===== config.mk =====
export PLATFORM = sky130hd
export DESIGN_NAME = scale_controller
export DESIGN_NICKNAME = d
export VERILOG_FILES = /design/src/rtl/scale_pkg.sv /design/src/rtl/kg_divider.sv /design/src/rtl/scale_controller.sv
export SDC_FILE = /design/constraint.sdc
export NUM_CORES = 1
export LEC_CHECK = 0
export BUFFER_PORTS_ARGS = -buffer_cell sky130_fd_sc_hd__buf_2
export CAP_MARGIN = 25
export CORE_UTILIZATION = 55
export CTS_BUF_LIST = sky130_fd_sc_hd__clkbuf_2 sky130_fd_sc_hd__clkbuf_4 sky130_fd_sc_hd__clkbuf_8
export DETAILED_ROUTE_END_ITERATION = 6
export PLACE_DENSITY = 0.82
export RECOVER_POWER = 25
export REMOVE_ABC_BUFFERS = 1
export SLEW_MARGIN = 20
export SYNTH_ARGS = -nofsm -noshare
export SYNTH_HDL_FRONTEND = slang
export SYNTH_SLANG_ARGS = --single-unit
export TNS_END_PERCENT = 1

===== constraint.sdc =====
create_clock -name clk -period 6.9 [get_ports clk]
set_input_delay 0.69 -clock clk [delete_from_list [all_inputs] [get_ports clk]]
set_output_delay 0.69 -clock clk [all_outputs]
set_load 0.03 [all_outputs]

===== src/rtl/scale_pkg.sv =====
// rtl/scale_pkg.sv - shared state encoding, widths and helpers for the scale weight path
package scale_pkg;

  typedef enum logic [1:0] {
    IDLE,
    DIVIDE,
    DONE
  } state_e;

  localparam int GRAMS_PER_KG = 1000;
  localparam int GRAM_W       = 12;
  localparam int FRAC_W       = 10;
  localparam int NET_W        = 13;

  function automatic logic [GRAM_W-1:0] abs_diff(input logic [GRAM_W-1:0] a,
                                                 input logic [GRAM_W-1:0] b);
    return (a >= b) ? (a - b) : (b - a);
  endfunction

endpackage


===== src/rtl/kg_divider.sv =====
// rtl/kg_divider.sv - bit-serial restoring divide by GRAMS_PER_KG, one quotient bit per cycle, MSB first
module kg_divider
  import scale_pkg::*;
(
  input  logic              clk,
  input  logic              rstN,
  input  logic              start,
  input  logic [GRAM_W-1:0] dividend,
  output logic              done,
  output logic [GRAM_W-1:0] quotient,
  output logic [FRAC_W-1:0] remainder
);

  localparam int TRIAL_W = FRAC_W + 1;
  localparam int CNT_W   = $clog2(GRAM_W + 1);
  localparam logic [TRIAL_W-1:0] DIVISOR = TRIAL_W'(GRAMS_PER_KG);

  // dvd_q shifts dividend bits out of the top and quotient bits in at the bottom
  logic [GRAM_W-1:0]  dvd_q, dvd_d;
  logic [FRAC_W-1:0]  rem_q, rem_d;
  logic [CNT_W-1:0]   cnt_q, cnt_d;
  logic [TRIAL_W-1:0] trial;

  always_comb begin
    dvd_d = dvd_q;
    rem_d = rem_q;
    cnt_d = cnt_q;
    trial = {rem_q, dvd_q[GRAM_W-1]};
    if (start) begin
      dvd_d = dividend;
      rem_d = '0;
      cnt_d = CNT_W'(GRAM_W);
    end else if (cnt_q != '0) begin
      cnt_d = cnt_q - 1'b1;
      if (trial >= DIVISOR) begin
        rem_d = FRAC_W'(trial - DIVISOR);
        dvd_d = {dvd_q[GRAM_W-2:0], 1'b1};
      end else begin
        rem_d = trial[FRAC_W-1:0];
        dvd_d = {dvd_q[GRAM_W-2:0], 1'b0};
      end
    end
  end

  always_ff @(posedge clk) begin
    if (!rstN) begin
      dvd_q <= '0;
      rem_q <= '0;
      cnt_q <= '0;
    end else begin
      dvd_q <= dvd_d;
      rem_q <= rem_d;
      cnt_q <= cnt_d;
    end
  end

  // done flags the final step, so results are settled on the following cycle
  assign done      = (cnt_q == CNT_W'(1));
  assign quotient  = dvd_q;
  assign remainder = rem_q;

endmodule


===== src/rtl/scale_controller.sv =====
// rtl/scale_controller.sv - tare/net/kg sequencing controller for the scale weight path
// SCALE_DEFAULT_TARE_EN: tare register resets to DEFAULT_TARE instead of 0
module scale_controller
  import scale_pkg::*;
#(
  parameter int STABLE_TOL   = 5,
  parameter int STABLE_COUNT = 4,
  parameter int DEFAULT_TARE = 40
) (
  input  logic              clk,
  input  logic              rstN,
  input  logic              sampleValid,
  input  logic [GRAM_W-1:0] weightInGrams,
  input  logic              tareReq,
  output logic              busy,
  output logic              resultValid,
  output logic [GRAM_W-1:0] weightInKilogramsInteger,
  output logic [FRAC_W-1:0] weightInKilogramsFraction,
  output logic              underload,
  output logic              stable,
  output logic              tareDone,
  output logic              overrun
);

  localparam int CNT_W = $clog2(STABLE_COUNT + 1);
`ifdef SCALE_DEFAULT_TARE_EN
  localparam logic [GRAM_W-1:0] TARE_RESET = GRAM_W'(DEFAULT_TARE);
`else
  localparam logic [GRAM_W-1:0] TARE_RESET = GRAM_W'(DEFAULT_TARE) & '0;
`endif

  state_e            state_q, state_d;
  logic [GRAM_W-1:0] tare_q, tare_d;
  logic              tare_pend_q, tare_pend_d;
  logic              tare_done_q, tare_done_d;
  logic              overrun_q, overrun_d;
  logic              ul_pend_q, ul_pend_d;
  logic [GRAM_W-1:0] net_q, net_d;
  logic [GRAM_W-1:0] prev_net_q, prev_net_d;
  logic [CNT_W-1:0]  stab_cnt_q, stab_cnt_d;
  logic [GRAM_W-1:0] kg_int_q, kg_int_d;
  logic [FRAC_W-1:0] kg_frac_q, kg_frac_d;
  logic              underload_q, underload_d;
  logic              result_valid_q, result_valid_d;

  logic [NET_W-1:0]  net_raw;
  logic [GRAM_W-1:0] net_clamp;
  logic [GRAM_W-1:0] net_diff;
  logic              div_start;
  logic              div_done;
  logic [GRAM_W-1:0] div_quot;
  logic [FRAC_W-1:0] div_rem;

  kg_divider u_kg_divider (
    .clk       (clk),
    .rstN      (rstN),
    .start     (div_start),
    .dividend  (net_clamp),
    .done      (div_done),
    .quotient  (div_quot),
    .remainder (div_rem)
  );

  always_comb begin
    state_d        = state_q;
    tare_d         = tare_q;
    tare_pend_d    = tare_pend_q | tareReq;
    tare_done_d    = 1'b0;
    overrun_d      = overrun_q;
    ul_pend_d      = ul_pend_q;
    net_d          = net_q;
    prev_net_d     = prev_net_q;
    stab_cnt_d     = stab_cnt_q;
    kg_int_d       = kg_int_q;
    kg_frac_d      = kg_frac_q;
    underload_d    = underload_q;
    result_valid_d = 1'b0;
    div_start      = 1'b0;

    // sign bit of the 13-bit difference marks sample < tare
    net_raw   = {1'b0, weightInGrams} - {1'b0, tare_q};
    net_clamp = net_raw[NET_W-1] ? '0 : net_raw[GRAM_W-1:0];
    net_diff  = abs_diff(net_q, prev_net_q);

    case (state_q)
      IDLE: begin
        if (sampleValid) begin
          if (tare_pend_q || tareReq) begin
            tare_d      = weightInGrams;
            tare_pend_d = 1'b0;
            tare_done_d = 1'b1;
            stab_cnt_d  = '0;
            overrun_d   = 1'b0;
          end else begin
            net_d     = net_clamp;
            ul_pend_d = net_raw[NET_W-1];
            div_start = 1'b1;
            state_d   = DIVIDE;
          end
        end
      end
      DIVIDE: begin
        if (div_done) state_d = DONE;
      end
      DONE: begin
        kg_int_d       = div_quot;
        kg_frac_d      = div_rem;
        underload_d    = ul_pend_q;
        result_valid_d = 1'b1;
        prev_net_d     = net_q;
        if (net_diff <= GRAM_W'(STABLE_TOL)) begin
          if (stab_cnt_q != CNT_W'(STABLE_COUNT)) stab_cnt_d = stab_cnt_q + 1'b1;
        end else begin
          stab_cnt_d = '0;
        end
        state_d = IDLE;
      end
      default: state_d = IDLE;
    endcase

    if (sampleValid && (state_q != IDLE)) overrun_d = 1'b1;
  end

  always_ff @(posedge clk) begin
    if (!rstN) begin
      state_q        <= IDLE;
      tare_q         <= TARE_RESET;
      tare_pend_q    <= 1'b0;
      tare_done_q    <= 1'b0;
      overrun_q      <= 1'b0;
      ul_pend_q      <= 1'b0;
      net_q          <= '0;
      prev_net_q     <= '0;
      stab_cnt_q     <= '0;
      kg_int_q       <= '0;
      kg_frac_q      <= '0;
      underload_q    <= 1'b0;
      result_valid_q <= 1'b0;
    end else begin
      state_q        <= state_d;
      tare_q         <= tare_d;
      tare_pend_q    <= tare_pend_d;
      tare_done_q    <= tare_done_d;
      overrun_q      <= overrun_d;
      ul_pend_q      <= ul_pend_d;
      net_q          <= net_d;
      prev_net_q     <= prev_net_d;
      stab_cnt_q     <= stab_cnt_d;
      kg_int_q       <= kg_int_d;
      kg_frac_q      <= kg_frac_d;
      underload_q    <= underload_d;
      result_valid_q <= result_valid_d;
    end
  end

  assign busy                      = (state_q != IDLE);
  assign resultValid               = result_valid_q;
  assign weightInKilogramsInteger  = kg_int_q;
  assign weightInKilogramsFraction = kg_frac_q;
  assign underload                 = underload_q;
  assign stable                    = (stab_cnt_q == CNT_W'(STABLE_COUNT));
  assign tareDone                  = tare_done_q;
  assign overrun                   = overrun_q;

endmodule


==> results by group <==
Worst setup path
  • R2R depth: 11
  • CP peak stage delay: between 1500 and 2000 ps
  • Data arrival, critical path: 4010 ps
  • Crit-path cells: buf_2, clkbuf_1, o21ai_0, nor2_1, a22o_1
  • Worst path slowest cell: clkbuf_1
  • Reg2reg end: net_q[9]
  • Crit. End Element: flop
  • Worst setup SP type: primary input
  • Worst reg2reg path startpoint: tare_q[0]
  • Crit path kind: primary input to flop
  • Family with the most delay on the worst path: buffers and inverters
  • CP max FO: 74
  • FF-to-FF setup slack: 3520 ps
  • Critical path required time: 7200 ps
  • CP Launch Point: rstN
  • Buf/Inv on CP: 2

Place
  • Detailed placer's ending HPWL: 8.53 mm
  • Port bufs: 43
  • Place WS: around 3000 ps
  • GP Congestion: 0.912

Layout
  • Total Nets Final: 774
  • Antenna fix cells: 0
  • Reg area: about 0.0019 mm²
  • Final Core Density: 61.2%
  • Share of layout cells above drive strength 1: 8.48%
  • Fill count: ~890
  • Layout Area Growth over Synthesis: 8.82%
  • Multi-input gate area: around 0.0032 mm²

Timing
  • Crit path time final: around 3700 ps
  • Max-slew headroom: -69.2%
  • WHS: 471 ps
  • Max Clk Rate: 269 MHz
  • Worst setup margin: between 3000 and 4000 ps
  • Worst-Margin Slew: between 2000 and 3000 ps
  • TNS Setup: 0 ps
  • Final setup violation count: 0
  • Final hold vios: 0
  • Clk_skew: approximately 15 ps
  • Final critical-path share of the clock period: between 50% and 60%
  • Max-slew violations: 75
  • RSZ-0062 raised after global routing: false

Status
  • Status: complete, but fails checks
  • Violations in the final reports: capacitance limit, slew limit

Route
  • DRT Pass-1 Iters: 4
  • Drt wl/cell: 13.6 µm
  • Met2 WL: 5.75 mm
  • DRT iter0 DRCs: between 150 and 200
  • Via count: 4,777
  • Vias per Instance: about 5.6
  • Met3 wire len: 394 µm
  • Top Metal Used: met4
  • Wirelength, routed: around 12 mm
  • # DRC: 0
  • ANT nets after route: 0
  • Met1 wire length: 5.37 mm

Die
  • Die Ht: 102 µm
  • Die Wd: 102 µm
  • Area of the die: 0.0104 mm²
  • Starting density of the core: 56.3%
  • Core Region: 0.00973 mm²
  • Rows: 36
  • IO Pins: 44

Logic synthesis
  • Top cells by area, synth: dfxtp_1 (35%), ha_1 (9.4%), nand2_1 (8.2%), a21boi_0 (6.6%), inv_1 (3.7%)
  • Synth unique cells: 60
  • Synth warn: 0
  • Synthesized instance count: between 600 and 700
  • Sequential area share after synthesis: 34.7%
  • Cell area after synthesis: 0.00547 mm²
  • Post-synth top area share: 34.7%
  • Async S/R FF share, synth: 0%
  • Post-synth EDFFs: 0
  • Avg Cell Area, Syn: 7.96 µm²
  • Area leader, netlist: dfxtp_1
  • Top_reg_cell synth: dfxtp_1
  • Register bit count reported by yosys: 95

Power and ir drop
  • PwrDens: 264 mW/mm²
  • LEAKAGE: approximately 2.3 nW
  • Power Total: approximately 1.6 mW
  • Net Sw Frac: 35.5%
  • Peak VDD IR: 0.181 mV
  • Internal: 1.01 mW
  • Clock share of power: 24.4%
  • Net switching power figure: 0.559 mW
  • Combinational power share: 32.2%
  • Register share of total power: 43.4%

Global route
  • Largest net degree at the start of global routing: 75
  • Vias in the first global route: between 4k and 5k
  • GRT Util Overall: 23.2%
  • Initial antenna violation count: 0
  • First-pass GRT wire length: between 15 and 20 mm
  • Total global routing overflow: 0

Clock network
  • Clk Latency, worst-skew pair: 370 ps
  • Post-CTS Setup Bufs: 0
  • Clock Path Buffers: 2
  • Number of gates resized after cts: 0
  • Clk sinks: between 90 and 100
  • H-tree depth: 3
  • Reg clk slew, reported paths: 90 ps
  • Root Driver: clkbuf_8
  • CTS tree: built
  • Post-CTS Hold Buffers: 0
  • Clock buffer count from CTS: 9

Worst hold path
  • Hold path depth: 2
  • Worst Hold Launch: weightInKilogramsFraction[4]
  • Min-Delay Endpoint: weightInKilogramsFraction[4]
  • Worst hold path class: flop to flop

Run
  • Max cap viols: 1
[per-stage QoR]
stage                     cells  cell area [µm²]
final                       852             5960
after detailed placement    836             5770
after global routing        852             5960
after floorplan             655             5340
after global placement      836             5770
after CTS                   852             5980
[layout by cell type (no fill, tap or decap), types with 7 or more instances in the layout]
master and n:
buf_2 31, clkbuf_8 11, nor3_1 11, clkbuf_1 13, ha_1 41, a21oi_1 38, dfxtp_1 95, inv_1 54
a22o_1 12, nand2_1 120, xnor2_1 13, nor2b_1 9, nor2_1 39, o21ai_0 40, nand3_1 14, a21boi_0 48
a211oi_1 7, o21a_1 10, a21o_1 10
[power groups by stage]
stage | registers [mW] | clock network (mW) | logic (mW)
6_report | 0.683 | 0.383 | 0.506
5_1_grt | 0.691 | 0.412 | 0.561
4_1_cts | 0.680 | 0.392 | 0.499
3_3_place_gp | 0.689 | 0 | 0.471
3_5_place_dp | 0.692 | 0 | 0.495
2_1_floorplan | 0.677 | 0 | 0.373
[flip-flops by register name, summed over array words and instances (netlist names)]
signal	flops
underload	1
state_q	2
weightInKilogramsFraction	10
tare_pend_q	1
weightInKilogramsInteger	12
u_kg_divider.cnt_q	4
u_kg_divider.quotient	12
tareDone	1
overrun	1
tare_q	12
ul_pend_q	1
resultValid	1
net_q	12
stab_cnt_q	3
prev_net_q	12
u_kg_divider.remainder	10
[tightest hold or removal path: stages, from the launching register on]
cell and delay, ps:
dfxtp_1 320, nand2_1 40, a21boi_0 60
[cell usage after synthesis, drive strengths merged (3+ instances only)]
master / instances
dfxtp: 95
nor4: 3
a21oi: 38
nor2b: 9
o21a: 10
nand3b: 3
o21ai: 45
nand2: 120
a21boi: 51
o221ai: 3
a22o: 12
a21o: 10
xnor2: 13
nand2b: 6
xor2: 5
and2: 5
buf: 5
nor2: 39
inv: 55
o31ai: 4
nor3: 11
clkbuf: 28
ha: 41
nand3: 14
or2: 4
a211oi: 7
or3: 6
a221oi: 3
fa: 3
o2111ai: 3
a31oi: 6
o211ai: 4
and4: 3
[cell families after synthesis]
| group | Yosys count | synth area share, % |
|---|---|---|
| buffers and inverters | 88 | 6.15 |
| AO/OA/AOI/OAI | 210 | 26.0 |
| multiplexers | 3 | 0.571 |
| XOR/XNOR | 18 | 2.88 |
| adder cells (fa/ha/maj) | 44 | 10.5 |
| flip-flops | 95 | 34.7 |
| AND/OR/NAND/NOR | 230 | 19.2 |
[per-layer routing]
metal,vias to the layer above,global-route usage (%)
li1,2423,-
met1,2238,28.6
met2,109,41.0
met3,7,4.28
met4,0,6.91
met5,-,0
[cell type report]
type	instances	area share, %
multi-input cells	505	54.3
flip-flops and latches	95	31.9
repair buffers	48	3.93
inverters	55	3.47
well taps	133	2.79
clock buffers	12	2.67
clock inverters	4	0.903
[how the worst max path moves through the flow]
stage | to | depth (start not counted)
finish | tare_q[7] | 5
global route | tare_q[7] | 5
CTS | net_q[9] | 13
detailed placement | net_q[9] | 13
global placement | net_q[9] | 13
floorplan | net_q[9] | 12
(Power assumes the default switching activity.)
